<file path="src/rtl/devil_addr_sweeper_pkg.sv">
// Shared types and helpers for the snoop address sweeper.
package devil_addr_sweeper_pkg;

  localparam int unsigned SWEEP_STATE_W = 3;

  typedef enum logic [SWEEP_STATE_W-1:0] {
    SWEEP_IDLE    = 3'd0,
    SWEEP_ARM     = 3'd1,
    SWEEP_TRIG    = 3'd2,
    SWEEP_RELEASE = 3'd3,
    SWEEP_GAP     = 3'd4,
    SWEEP_NEXT    = 3'd5,
    SWEEP_DRAIN   = 3'd6,
    SWEEP_DONE    = 3'd7
  } sweep_state_e;

  function automatic int unsigned line_shift(input int unsigned line_bytes);
    return $clog2(line_bytes);
  endfunction

endpackage

</file>
<file path="src/rtl/devil_cycle_counter.sv">
// Loadable down-counter that saturates at zero; used for gap delay and watchdog.
module devil_cycle_counter #(
  parameter int unsigned W = 32
) (
  input  logic         ace_aclk,
  input  logic         ace_areset,
  input  logic         load,
  input  logic         en,
  input  logic [W-1:0] load_val,
  output logic         zero_c
);

  logic [W-1:0] count;

  always_ff @(posedge ace_aclk) begin
    if (ace_areset)
      count <= '0;
    else if (load)
      count <= load_val;
    else if (en && (count != '0))
      count <= count - W'(1);
  end

  assign zero_c = (count == '0);

endmodule

</file>
<file path="src/rtl/devil_addr_sweeper.sv">
// Walks a line-aligned window, driving the snoop engine trigger one line at a time.
module devil_addr_sweeper
  import devil_addr_sweeper_pkg::*;
#(
  parameter int unsigned C_S_AXI_DATA_WIDTH = 32,
  parameter int unsigned C_ACE_ADDR_WIDTH   = 44,
  parameter int unsigned LINE_BYTES         = 64,
  parameter int unsigned TIMEOUT_CYCLES     = 4096
) (
  input  logic                          ace_aclk,
  input  logic                          ace_areset,
  input  logic                          i_start,
  input  logic                          i_abort,
  input  logic [C_S_AXI_DATA_WIDTH-1:0] i_base_addr_reg,
  input  logic [C_S_AXI_DATA_WIDTH-1:0] i_addr_size_reg,
  input  logic [C_S_AXI_DATA_WIDTH-1:0] i_delay_reg,
  input  logic                          i_reply,
  input  logic                          i_busy,
  output logic                          o_trigger_active,
  output logic [C_ACE_ADDR_WIDTH-1:0]   o_acaddr,
  output logic                          o_sweeping,
  output logic                          o_done,
  output logic [31:0]                   o_line_count,
  output logic                          o_aborted,
  output logic                          o_timeout_err
);

  localparam int unsigned DW         = C_S_AXI_DATA_WIDTH;
  localparam int unsigned AW         = C_ACE_ADDR_WIDTH;
  localparam int unsigned NW         = DW + 2;
  localparam int unsigned LINE_SHIFT = line_shift(LINE_BYTES);
  localparam int unsigned WD_W       = $clog2(TIMEOUT_CYCLES + 1);

  sweep_state_e  state;
  logic [DW-1:0] base_q, size_q, delay_q;
  logic [NW-1:0] nlines_q, nlines_c;
  logic [AW-1:0] start_c;
  logic          wd_load, wd_en, wd_zero_c;
  logic          gap_load, gap_en, gap_zero_c;

  // Two guard bits keep offset + size + rounding from overflowing.
  always_comb begin
    nlines_c = '0;
    if (size_q != '0)
      nlines_c = ((NW'(base_q) & NW'(LINE_BYTES - 1)) + NW'(size_q)
                  + NW'(LINE_BYTES - 1)) >> LINE_SHIFT;
  end

  assign start_c  = AW'(base_q) & ~AW'(LINE_BYTES - 1);
  assign wd_load  = (state == SWEEP_ARM) || (state == SWEEP_NEXT);
  assign wd_en    = (state == SWEEP_TRIG) || (state == SWEEP_DRAIN);
  assign gap_load = (state == SWEEP_RELEASE);
  assign gap_en   = (state == SWEEP_GAP);

  devil_cycle_counter #(.W(WD_W)) u_watchdog (
    .ace_aclk   (ace_aclk),
    .ace_areset (ace_areset),
    .load       (wd_load),
    .en         (wd_en),
    .load_val   (WD_W'(TIMEOUT_CYCLES - 1)),
    .zero_c     (wd_zero_c)
  );

  devil_cycle_counter #(.W(DW)) u_gap (
    .ace_aclk   (ace_aclk),
    .ace_areset (ace_areset),
    .load       (gap_load),
    .en         (gap_en),
    .load_val   (delay_q - DW'(1)),
    .zero_c     (gap_zero_c)
  );

  always_ff @(posedge ace_aclk) begin
    if (ace_areset) begin
      state            <= SWEEP_IDLE;
      base_q           <= '0;
      size_q           <= '0;
      delay_q          <= '0;
      nlines_q         <= '0;
      o_trigger_active <= 1'b0;
      o_acaddr         <= '0;
      o_sweeping       <= 1'b0;
      o_done           <= 1'b0;
      o_line_count     <= '0;
      o_aborted        <= 1'b0;
      o_timeout_err    <= 1'b0;
    end else begin
      o_done <= 1'b0;
      unique case (state)
        SWEEP_IDLE: begin
          if (i_start) begin
            base_q        <= i_base_addr_reg;
            size_q        <= i_addr_size_reg;
            delay_q       <= i_delay_reg;
            o_line_count  <= '0;
            o_aborted     <= 1'b0;
            o_timeout_err <= 1'b0;
            o_sweeping    <= 1'b1;
            state         <= SWEEP_ARM;
          end
        end
        SWEEP_ARM: begin
          nlines_q <= nlines_c;
          if (i_abort) begin
            o_aborted <= 1'b1;
            o_done    <= 1'b1;
            state     <= SWEEP_DONE;
          end else if (nlines_c == '0) begin
            o_done <= 1'b1;
            state  <= SWEEP_DONE;
          end else begin
            o_acaddr         <= start_c;
            o_trigger_active <= 1'b1;
            state            <= SWEEP_TRIG;
          end
        end
        SWEEP_TRIG: begin
          if (i_abort) o_aborted <= 1'b1;
          if (i_reply) begin
            o_line_count     <= o_line_count + 32'd1;
            o_trigger_active <= 1'b0;
            if (i_abort) begin
              o_done <= 1'b1;
              state  <= SWEEP_DONE;
            end else begin
              state <= SWEEP_RELEASE;
            end
          end else if (wd_zero_c) begin
            o_timeout_err    <= 1'b1;
            o_trigger_active <= 1'b0;
            o_done           <= 1'b1;
            state            <= SWEEP_DONE;
          end else if (i_abort) begin
            state <= SWEEP_DRAIN;
          end
        end
        // Abort must not cut the engine off mid-line; hold the trigger until it answers.
        SWEEP_DRAIN: begin
          if (i_reply) begin
            o_line_count     <= o_line_count + 32'd1;
            o_trigger_active <= 1'b0;
            o_done           <= 1'b1;
            state            <= SWEEP_DONE;
          end else if (wd_zero_c) begin
            o_timeout_err    <= 1'b1;
            o_trigger_active <= 1'b0;
            o_done           <= 1'b1;
            state            <= SWEEP_DONE;
          end
        end
        SWEEP_RELEASE: begin
          if (i_abort) begin
            o_aborted <= 1'b1;
            o_done    <= 1'b1;
            state     <= SWEEP_DONE;
          end else if (!i_busy) begin
            state <= (delay_q == '0) ? SWEEP_NEXT : SWEEP_GAP;
          end
        end
        SWEEP_GAP: begin
          if (i_abort) begin
            o_aborted <= 1'b1;
            o_done    <= 1'b1;
            state     <= SWEEP_DONE;
          end else if (gap_zero_c) begin
            state <= SWEEP_NEXT;
          end
        end
        SWEEP_NEXT: begin
          if (i_abort) begin
            o_aborted <= 1'b1;
            o_done    <= 1'b1;
            state     <= SWEEP_DONE;
          end else if (NW'(o_line_count) == nlines_q) begin
            o_done <= 1'b1;
            state  <= SWEEP_DONE;
          end else begin
            o_acaddr         <= o_acaddr + AW'(LINE_BYTES);
            o_trigger_active <= 1'b1;
            state            <= SWEEP_TRIG;
          end
        end
        SWEEP_DONE: begin
          o_sweeping <= 1'b0;
          state      <= SWEEP_IDLE;
        end
        default: state <= SWEEP_IDLE;
      endcase
    end
  end

endmodule

</file>
<file path="config.mk">
export PLATFORM = sky130hd
export DESIGN_NAME = devil_addr_sweeper
export DESIGN_NICKNAME = d
export VERILOG_FILES = /design/src/rtl/devil_addr_sweeper_pkg.sv /design/src/rtl/devil_cycle_counter.sv /design/src/rtl/devil_addr_sweeper.sv
export SDC_FILE = /design/constraint.sdc
export NUM_CORES = 1
export LEC_CHECK = 0
export CAP_MARGIN = 20
export CORE_MARGIN = 3
export CORE_UTILIZATION = 30
export DETAILED_ROUTE_END_ITERATION = 10
export DONT_BUFFER_PORTS = 1
export GPL_ROUTABILITY_DRIVEN = 0
export SYNTH_ARGS = -nofsm -noshare
export SYNTH_HDL_FRONTEND = slang
export SYNTH_SLANG_ARGS = --single-unit
</file>
<file path="constraint.sdc">
create_clock -name ace_aclk -period 6.9 [get_ports ace_aclk]
set_input_delay 1.38 -clock ace_aclk [delete_from_list [all_inputs] [get_ports ace_aclk]]
set_output_delay 1.38 -clock ace_aclk [all_outputs]
set_load 0.01 [all_outputs]
</file>
# After elaboration in Yosys (flattened, before gate mapping)
# Index checks and enable logic that the tools add are counted.
# Widths: inputs -> output; s select.
dict set report word_totals {
  elab_cells 129
  ff_bits 259
  inputBits 102
  out_inout_bits 81
}
dict set report op_classes {
  n_addsub 7
  n_reduce_logical 31
  eq_ne 22
  muxes 54
}
# operator count
set op_table {}
lappend op_table {{$mux 44} 4}
lappend op_table {{$mux 32} 4}
lappend op_table {{$pmux 44 s2} 1}
lappend op_table {{$logic_not 32->1} 2}
lappend op_table {{$pmux 32 s2} 1}
lappend op_table {{$reduce_bool 32->1} 2}
lappend op_table {{$sub 32x1->32 const B} 2}
lappend op_table {{$mux 3} 15}
lappend op_table {{$add 44x7->44 const B} 1}
lappend op_table {{$add 33x6->34 const B} 1}
lappend op_table {{$eq 32x34->1} 1}
lappend op_table {{$logic_not 34->1} 1}
lappend op_table {{$add 6x32->33} 1}
lappend op_table {{$add 32x1->32 const B} 1}
lappend op_table {{$mux 28} 1}
lappend op_table {{$mux 12} 2}
lappend op_table {{$pmux 3 s8} 1}
lappend op_table {{$mux 1} 20}
lappend op_table {{$logic_not 13->1} 1}
lappend op_table {{$reduce_bool 13->1} 1}
lappend op_table {{$sub 13x1->13 const B} 1}
lappend op_table {{$eq 3x3->1 const B} 4}
lappend op_table {{$ne 2x2->1 const B} 6}
lappend op_table {{$reduce_bool 2->1} 6}
lappend op_table {{other kinds (21)} 34}

# Longest topological paths before layout
# Gate-level depths: netlist (run 1).
dict set report logic_depth {
  ltp_word 7
  mapped_depth 17
  depth_no_buf 13
}

# Cells and area by module
# From an unflattened synthesis (run 1), not the netlist that was laid out.
dict set report hier_totals {
  cells_unflattened 1747
  area_unflattened_um2 13543.0
}
# module area_each_um2 instances cells_each seq_area_each_um2
set modules_own_cells {}
lappend modules_own_cells {devil_addr_sweeper 10716.5 1 1414 4023.9}
lappend modules_own_cells {{devil_cycle_counter at u_gap} 1993.2 1 233 640.6}
lappend modules_own_cells {{devil_cycle_counter at u_watchdog} 833.3 1 100 260.2}

# Least setup slack after synthesis (run 1)
# OpenSTA, ideal clock, no wires.
dict set report synth_timing {
  path_type {register to register}
  from {reg size_q[5]}
  to {reg o_acaddr[10]}
  setup_ns 0.117
  n_path_buf 3
  path_stages_with_launch 16
  path_slack_ns 3.303
  synth_period_minus_slack_ns 3.597
  required_ns 6.783
  arrival_time_ns 3.480
  cell_sequence {dfxtp_1 -> inv_1 -> ha_1 -> inv_1 -> ha_1 -> and2_1 -> buf_2 -> a41oi_4 -> or3_1 -> buf_2 -> a21oi_1 -> or4_4 -> o41ai_4 -> nor2_4 -> buf_6 -> a32o_1}
}
dict set report synth_between {
  elab_chain_cells 6
  elab_cells_between_ends 7
  cone_classes {2 x add/sub; 1 x eq/ne; 1 x mux; 3 x reduce/logical}
}
# item line_no
set synth_lines {}
lappend synth_lines {{start: declaration} devil_addr_sweeper.sv:35} ;# logic [DW-1:0] base_q, size_q, delay_q;
lappend synth_lines {{start signal: assignment} devil_addr_sweeper.sv:93} ;# size_q <= i_addr_size_reg;
lappend synth_lines {{$add 6x32->33} devil_addr_sweeper.sv:45} ;# nlines_c = ((NW'(base_q) & NW'(LINE_BYTES - 1)) + NW'(size_q)
lappend synth_lines {{$add 33x6->34} devil_addr_sweeper.sv:46} ;# + NW'(LINE_BYTES - 1)) >> LINE_SHIFT;
lappend synth_lines {{$mux 28 (*)} devil_addr_sweeper.sv:44} ;# if (size_q != '0)
lappend synth_lines {{$logic_not 34->1 (*)} devil_addr_sweeper.sv:108} ;# end else if (nlines_c == '0) begin
lappend synth_lines {{$ne 2x2->1 (no line) (*)} n/a}
lappend synth_lines {{$reduce_and 5->1 (no line) (*)} n/a}
lappend synth_lines {{end signal: assignment} devil_addr_sweeper.sv:112} ;# o_acaddr <= start_c;
lappend synth_lines {{end signal: assignment} devil_addr_sweeper.sv:178} ;# o_acaddr <= o_acaddr + AW'(LINE_BYTES);
lappend synth_lines {{end: declaration} devil_addr_sweeper.sv:20} ;# output logic [C_ACE_ADDR_WIDTH-1:0] o_acaddr,
# Every way passes the cells marked *; elsewhere a longest branch is shown, timed or not.
# A chain may end at the register's enable or synchronous reset.

# Worst setup path after layout (run 1)
dict set report layout_timing {
  from {reg size_q[5]}
  to {reg o_acaddr[21]}
}
# The elaborated chain is that of the path after synthesis.

==> results of run 1 <==
-- report_power, final --
group / leakage, nW / internal, W / switching, W
Combinational: 2.43 / 0.00112 / 0.00177
Sequential: 2.00 / 0.00175 / 0.000390
Clock: 0.540 / 0.00103 / 0.000687
Total: 4.98 / 0.00390 / 0.00284
-- layout by cell type, fill, tap and decap left out, drive strengths merged, types with 18 or more instances in the layout --
master,count
a31oi,28
o31ai,18
and3,20
nor3,60
or3,19
clkbuf,38
nand2,296
nand4,29
nor2,171
inv,43
xnor2,76
a211oi,47
nand3,67
o21ai,37
nor4,37
dfxtp,246
xor2,61
a21oi,170
-- cell type report --
cell class                      instances  area share
Clock inverter                         20      0.0170
Multi-Input combinational cell       1303       0.519
Timing Repair Buffer                   14     0.00809
Clock buffer                           38      0.0579
Sequential cell                       246       0.339
Tap cell                              577      0.0497
Inverter                               39      0.0101
-- registers in the layout (all words and copies together), names as in the netlist, 13 cells and up --
name / cells
delay_q: 32
o_line_count: 32
size_q: 32
u_gap.count: 32
u_watchdog.count: 13
base_q: 32
nlines_q: 27
o_acaddr: 38
-- worst paths after layout --
path,to,cells after the start
hold reg to reg,base_q[4]$_SDFFE_PP0P_,2
hold / removal,base_q[4]$_SDFFE_PP0P_,2
setup / recovery,o_acaddr[21]$_SDFFE_PP0P_,14
setup reg to reg,o_acaddr[21]$_SDFFE_PP0P_,14
-- metrics by stage --
| stage | instance area [µm²] | utilization |
|---|---|---|
| final | 14500 | 0.341 |
| after global routing | 14500 | 0.341 |
| after CTS | 14500 | 0.341 |
| after detailed placement | 13400 | 0.315 |
| after global placement | 13400 | 0.315 |
| after floorplan | 13100 | - |
-- cells by family after synthesis --
logic type | after synthesis | synth area share
mux | 15 | 0.0115
fa+ha+maj | 14 | 0.0134
flops | 246 | 0.375
compound gates | 364 | 0.180
other cells | 1 | 0.000286
xor+xnor | 137 | 0.0915
buf+inv | 166 | 0.0526
simple gates | 767 | 0.276
-- cell usage after synthesis (8+ instances only) --
| master | number |
|---|---|
| a211oi_1 | 40 |
| a21oi_1 | 170 |
| a31oi_1 | 28 |
| and3_1 | 20 |
| buf_2 | 14 |
| clkbuf_1 | 99 |
| dfxtp_1 | 246 |
| ha_1 | 14 |
| inv_1 | 38 |
| mux2i_1 | 14 |
| nand2_1 | 296 |
| nand2b_1 | 11 |
| nand3_1 | 66 |
| nand4_1 | 28 |
| nor2_1 | 169 |
| nor3_1 | 59 |
| nor4_1 | 35 |
| o21ai_0 | 36 |
| o311ai_0 | 8 |
| o31ai_1 | 18 |
| or2_2 | 8 |
| or3_1 | 19 |
| or4_1 | 11 |
| xnor2_1 | 76 |
| xor2_1 | 61 |
-- metal layers --
metal	global-route usage	wire length (µm)	share of wire	up-vias
li1	-	-	-	5850
met1	0.225	18700	0.47	5665
met2	0.275	18400	0.46	311
met3	0.0326	2080	0.052	60
met4	0.0375	904	0.023	0
met5	0	0	0	-
-- worst reg2reg max path, cell delays in order (launching register included) --
cell and delay, ns:
dfxtp_1 0.32, inv_1 0.06, ha_1 0.13, inv_1 0.04, ha_1 0.41, a21oi_1 0.25
o21ai_2 0.11, a41oi_4 0.53, or3_1 0.32, a21oi_1 0.11, or4_4 0.53, o41a_1 0.43
buf_4 0.24, nand2_1 0.45, o32ai_1 0.16
==> impl_metrics.yaml, run 1 <==
sta:
  fmaxAchievable_mhz: 238
  worst_pin_slew_ns: 0.990
  finalCritPeriodShare: 0.608
  finalSetupViolCount: 0
  skew_ns: 0.0204
  rsz0062_at_grt: "no"
  holdWs_ns: 0.453
  postLayoutSetupSlackWorst_ns: 2.70
  hold_viol: 0
  slew_headroom: 0.338
  fin_crit_ns: 4.20
  tns_ns: 0
  finalMaxSlewViolations: 0
power_and_ir_drop:
  leakage_nw: 4.98
  ir_drop_uv: 273
  p_total_w: 0.00674
  power_density_mw_per_mm2: 464
min_path:
  hp-start: "base_q[4]$_SDFFE_PP0P_"
  min_path_type: "register to register"
critical_path:
  critPathSlowestCell: "a41oi_4"
  cp_max_fo: 30
  worstSetupEndpointType: "register"
  worst_ep_required_time_ns: 7.35
  critPathLaunch: "size_q[5]$_SDFFE_PP0P_"
  crit_type: "register to register"
  crit_family: "compound AO/OA/AOI/OAI gates"
  start_kind: "register"
  slowest_delay_ns: 0.53
  cp.arrival_ns: 4.65
  rrSetupSlack_ns: 2.70
  path_cells: "inv_1 > ha_1 > inv_1 > ha_1 > a21oi_1 > o21ai_2 > a41oi_4 > or3_1 > a21oi_1 > or4_4 > o41a_1 > buf_4 > nand2_1 > o32ai_1"
  timing.rr.start: "size_q[5]$_SDFFE_PP0P_"
  worst-path-buf-inv: 3
yosys:
  yosysSeqAreaShare: 0.375
  yosysTopAreaCellShare: 0.375
  synth_top_flop_cell: "dfxtp_1"
  synth_area_mm2: 0.0131
  yosys.cell_types.count: 85
  ys_ff_latch: 246
  synth_area_leaders: "dfxtp_1, nand2_1, a21oi_1"
  yosysTopAreaCell: "dfxtp_1"
  synth_area_per_cell_um2: 7.67
  yosysWarnings: 0
  netlist_instances: 1710
  async_reset_ff_frac: 0
  synth_edf_count: 0
clocking:
  cts_setup_buffers: 0
  cts-resized-gates: 0
  cts_htree_levels: 1
  hold_buffers: 0
  cts.path.max_buffers: 3
  cts_sinks: 246
  cts_root_buf: "clkbuf_16"
  cts_made_buffers: 31
  cts_tree: "built"
  clk_pin_slew_ns: 0.06
  insertion_delay_ns: 0.59
place:
  io_buffers: 0
  place_inst: 2177
  dp.final_hpwl_um: 28100
  dpl_worst_slack_ns: 2.58
cells_and_area:
  fill_cells: 4607
  num-nets-final: 1751
  layoutNonFillerInstCount: 2237
  drive_gt1_frac: 0.0669
  multi_input_area_mm2: 0.00754
  regArea_mm2: 0.00492
  antenna-diode-count: 0
  syn_to_final_growth_pct: 10.8
global_routing:
  track_usage: 0.166
  antenna_found_initial: 0
  grt_pass1_vias: 11200
  grt_max_degree: 216
  grt_pass1_wl_um: 63500
  grt_overflow: 0
floorplan:
  ios: 183
  coreArea_mm2: 0.0426
  core.rowCount: 75
  fp.dieW_um: 215
  die_y_um: 215
  initial_core_util: 0.308
  die_area_mm2: 0.0463
detailed_routing:
  drtIter0Drc: 825
  wl_per_cell_um: 17.9
  finalWirelength_um: 40000
  detail-route-antenna-nets: 0
  avgViaCountPerCell: 5.31
  drt-pass1-iter-count: 7
  drc: 0
  via_count: 11900
job:
  maxCapViolCount: 0
status:
  status: "completed"
No activity file was read; power rests on OpenSTA's default activity.
==> run 2: changes to the inputs <==
- clock period: 6.9 -> 4.1 ns (I/O delays scaled with it)
==> run 2 against run 1 <==
  * Clock skew fell by 0.0096 ns
  * Flip-flop and latch count did not move
  * Wire length fell by 0.38%
  * Final cell count rose by 0.89%
  * First-iteration DRC count fell by 2.7%
==> impl_metrics.yaml, run 2 (synthesized netlist as in run 1, its figures left out) <==
status:
  status: "completed"
sta:
  finalMaxSlewViolations: 0
  hold_viol: 0
  fin_crit_ns: 3.90
  fmaxAchievable_mhz: 257
  worst_pin_slew_ns: 1.04
  holdWs_ns: 0.327
  skew_ns: 0.0107
  finalSetupViolCount: 0
  finalCritPeriodShare: 0.950
  slew_headroom: 0.308
global_routing:
  antenna_found_initial: 1
  grt_pass1_wl_um: 63200
  grt_max_degree: 216
  track_usage: 0.165
  grt_overflow: 0
  grt_pass1_vias: 11300
min_path:
  hp-start: "ace_areset"
  hold_depth: 1
  whs_endpoint: "o_acaddr[36]$_SDFFE_PP0P_"
  min_path_type: "primary input to register"
cells_and_area:
  final_common_cell: "nand2_1"
  syn_to_final_growth_pct: 11.5
  largest_register_ffs: 38
  fin_util: 0.343
  drive_gt1_frac: 0.0798
  num-nets-final: 1773
  antenna-diode-count: 0
  regMostFlops: "o_acaddr"
  final_cell_mix: "nand2_1, dfxtp_1, a21oi_1, nor2_1, xnor2_1"
  fill_cells: 4527
critical_path:
  r2r-end: "o_acaddr[22]$_SDFFE_PP0P_"
  path_cells: "inv_1 > ha_1 > inv_1 > ha_1 > and2_1 > a41oi_4 > buf_12 > nor4_4 > mux2i_1 > or4_4 > o41a_2 > buf_4 > a31oi_1 > a211oi_2"
  start_kind: "register"
  worst_ep_required_time_ns: 4.54
  worstSetupEndpointType: "register"
  cp.arrival_ns: 4.33
  cp_max_fo: 17
  reg2reg_depth: 14
  critPathSlowestCell: "o41a_2"
  slowest_delay_ns: 0.66
  rrSetupSlack_ns: 0.20
  crit_type: "register to register"
  timing.rr.start: "size_q[5]$_SDFFE_PP0P_"
place:
  dp.final_hpwl_um: 28600
  io_buffers: 0
clocking:
  cts_sinks: 246
  cts_tree: "built"
  cts_root_buf: "clkbuf_16"
  insertion_delay_ns: 0.57
  clk_pin_slew_ns: 0.06
  cts_htree_levels: 1
  hold_buffers: 0
  cts.path.max_buffers: 3
  cts_made_buffers: 29
floorplan:
  initial_core_util: 0.308
  core.rowCount: 75
  fp.dieW_um: 215
  die_y_um: 215
  coreArea_mm2: 0.0426
  die_area_mm2: 0.0463
  ios: 183
detailed_routing:
  drt-pass1-iter-count: 8
  via_count: 11900
  avgViaCountPerCell: 5.29
  drc: 0
  drtIter0Drc: 803
  finalWirelength_um: 39900
  detail-route-antenna-nets: 0
  wl_per_cell_um: 17.7
power_and_ir_drop:
  power_frac_comb: 0.446
  sw_frac_of_total: 0.423
  power_density_mw_per_mm2: 763
  p_sw_w: 0.00473
  leakage_nw: 5.04
  p_clk_frac: 0.234
  seqPwrFrac: 0.320
  ir_drop_uv: 451
  internal_power_w: 0.00644
job:
  maxCapViolCount: 0
## run 2: cell types whose count changed in the layout (fill, tap and decap cells not counted), moves of 2 or more
| cell | previous run | this run |
|---|---|---|
| buf_4 | 13 | 35 |
| clkinvlp_4 | 1 | 4 |
| inv_6 | 3 | 0 |
| buf_12 | 1 | 3 |
| bufinv_16 | 4 | 2 |
| clkbuf_16 | 31 | 29 |
## run 2: how the worst max path moves through the flow
stage	start	endpoint	slack, ns	depth (start not counted)
2_1_floorplan	size_q[5]$_SDFFE_PP0P_	o_acaddr[10]$_SDFFE_PP0P_	0.50	15
3_3_place_gp	size_q[2]$_SDFFE_PP0P_	o_acaddr[21]$_SDFFE_PP0P_	0.18	13
3_5_place_dp	size_q[5]$_SDFFE_PP0P_	o_acaddr[21]$_SDFFE_PP0P_	0.08	13
4_1_cts	size_q[2]$_SDFFE_PP0P_	o_acaddr[21]$_SDFFE_PP0P_	0.07	13
5_1_grt	size_q[2]$_SDFFE_PP0P_	o_acaddr[28]$_SDFFE_PP0P_	-0.003	15
6_report	size_q[5]$_SDFFE_PP0P_	o_acaddr[22]$_SDFFE_PP0P_	0.20	14
## run 2: layout make-up
class / instances / area, µm² / share of cell area
Multi-Input combinational cell: 1303 / 7540 / 0.516
Timing Repair Buffer: 38 / 323 / 0.0221
Clock inverter: 17 / 168 / 0.0115
Sequential cell: 246 / 4920 / 0.337
Clock buffer: 37 / 806 / 0.0551
Inverter: 39 / 146 / 0.0100
Tap cell: 577 / 722 / 0.0493
## run 2: timing repair
action,in CTS,in global routing
buffers inserted,0,1
setup endpoints to repair,0,26
resized for setup,0,3
endpoints found under the hold margin,0,0
## run 2: per-layer routing
layer / wire length (µm) / part of all wire / global-route usage / up-vias
met5: 0 / 0 / 0 / -
met4: 1160 / 0.029 / 0.0438 / 0
met3: 2600 / 0.065 / 0.0363 / 81
met2: 18200 / 0.46 / 0.270 / 351
met1: 18000 / 0.45 / 0.222 / 5629
li1: - / - / - / 5886
## run 2: worst max-delay path: cells and delay by family, from the launching register on
| family | cells | cell delay [ns] |
|---|---|---|
| AOI/OAI and AO/OA | 4 | 1.10 |
| and+or+nand+nor | 3 | 1.11 |
| DFF | 1 | 0.35 |
| adders and majority gates | 2 | 0.57 |
| buffers and inverters | 4 | 0.52 |
| muxes | 1 | 0.11 |
## run 2: power by group through the flow
stage               sequential [W]  clock [W]  combinational, W
finish                     0.00357    0.00262           0.00498
global route               0.00365    0.00278           0.00564
CTS                        0.00357    0.00269           0.00495
global placement           0.00360          0           0.00483
detailed placement         0.00362          0           0.00493
floorplan                  0.00336          0           0.00403
## run 2: stage by stage
| stage | area (µm²) | TNS (ns) | total power, W | setup WS, ns | cells |
|---|---|---|---|---|---|
| final | 14600 | 0 | 0.0112 | 0.204 | 2257 |
| after floorplan | 13100 | 0 | 0.00739 | 0.503 | 1715 |
| after global placement | 13600 | 0 | 0.00843 | 0.176 | 2201 |
| after CTS | 14600 | 0 | 0.0112 | 0.0708 | 2255 |
| after global routing | 14600 | -0.00341 | 0.0121 | -0.00341 | 2257 |
| after detailed placement | 13600 | 0 | 0.00855 | 0.0848 | 2201 |
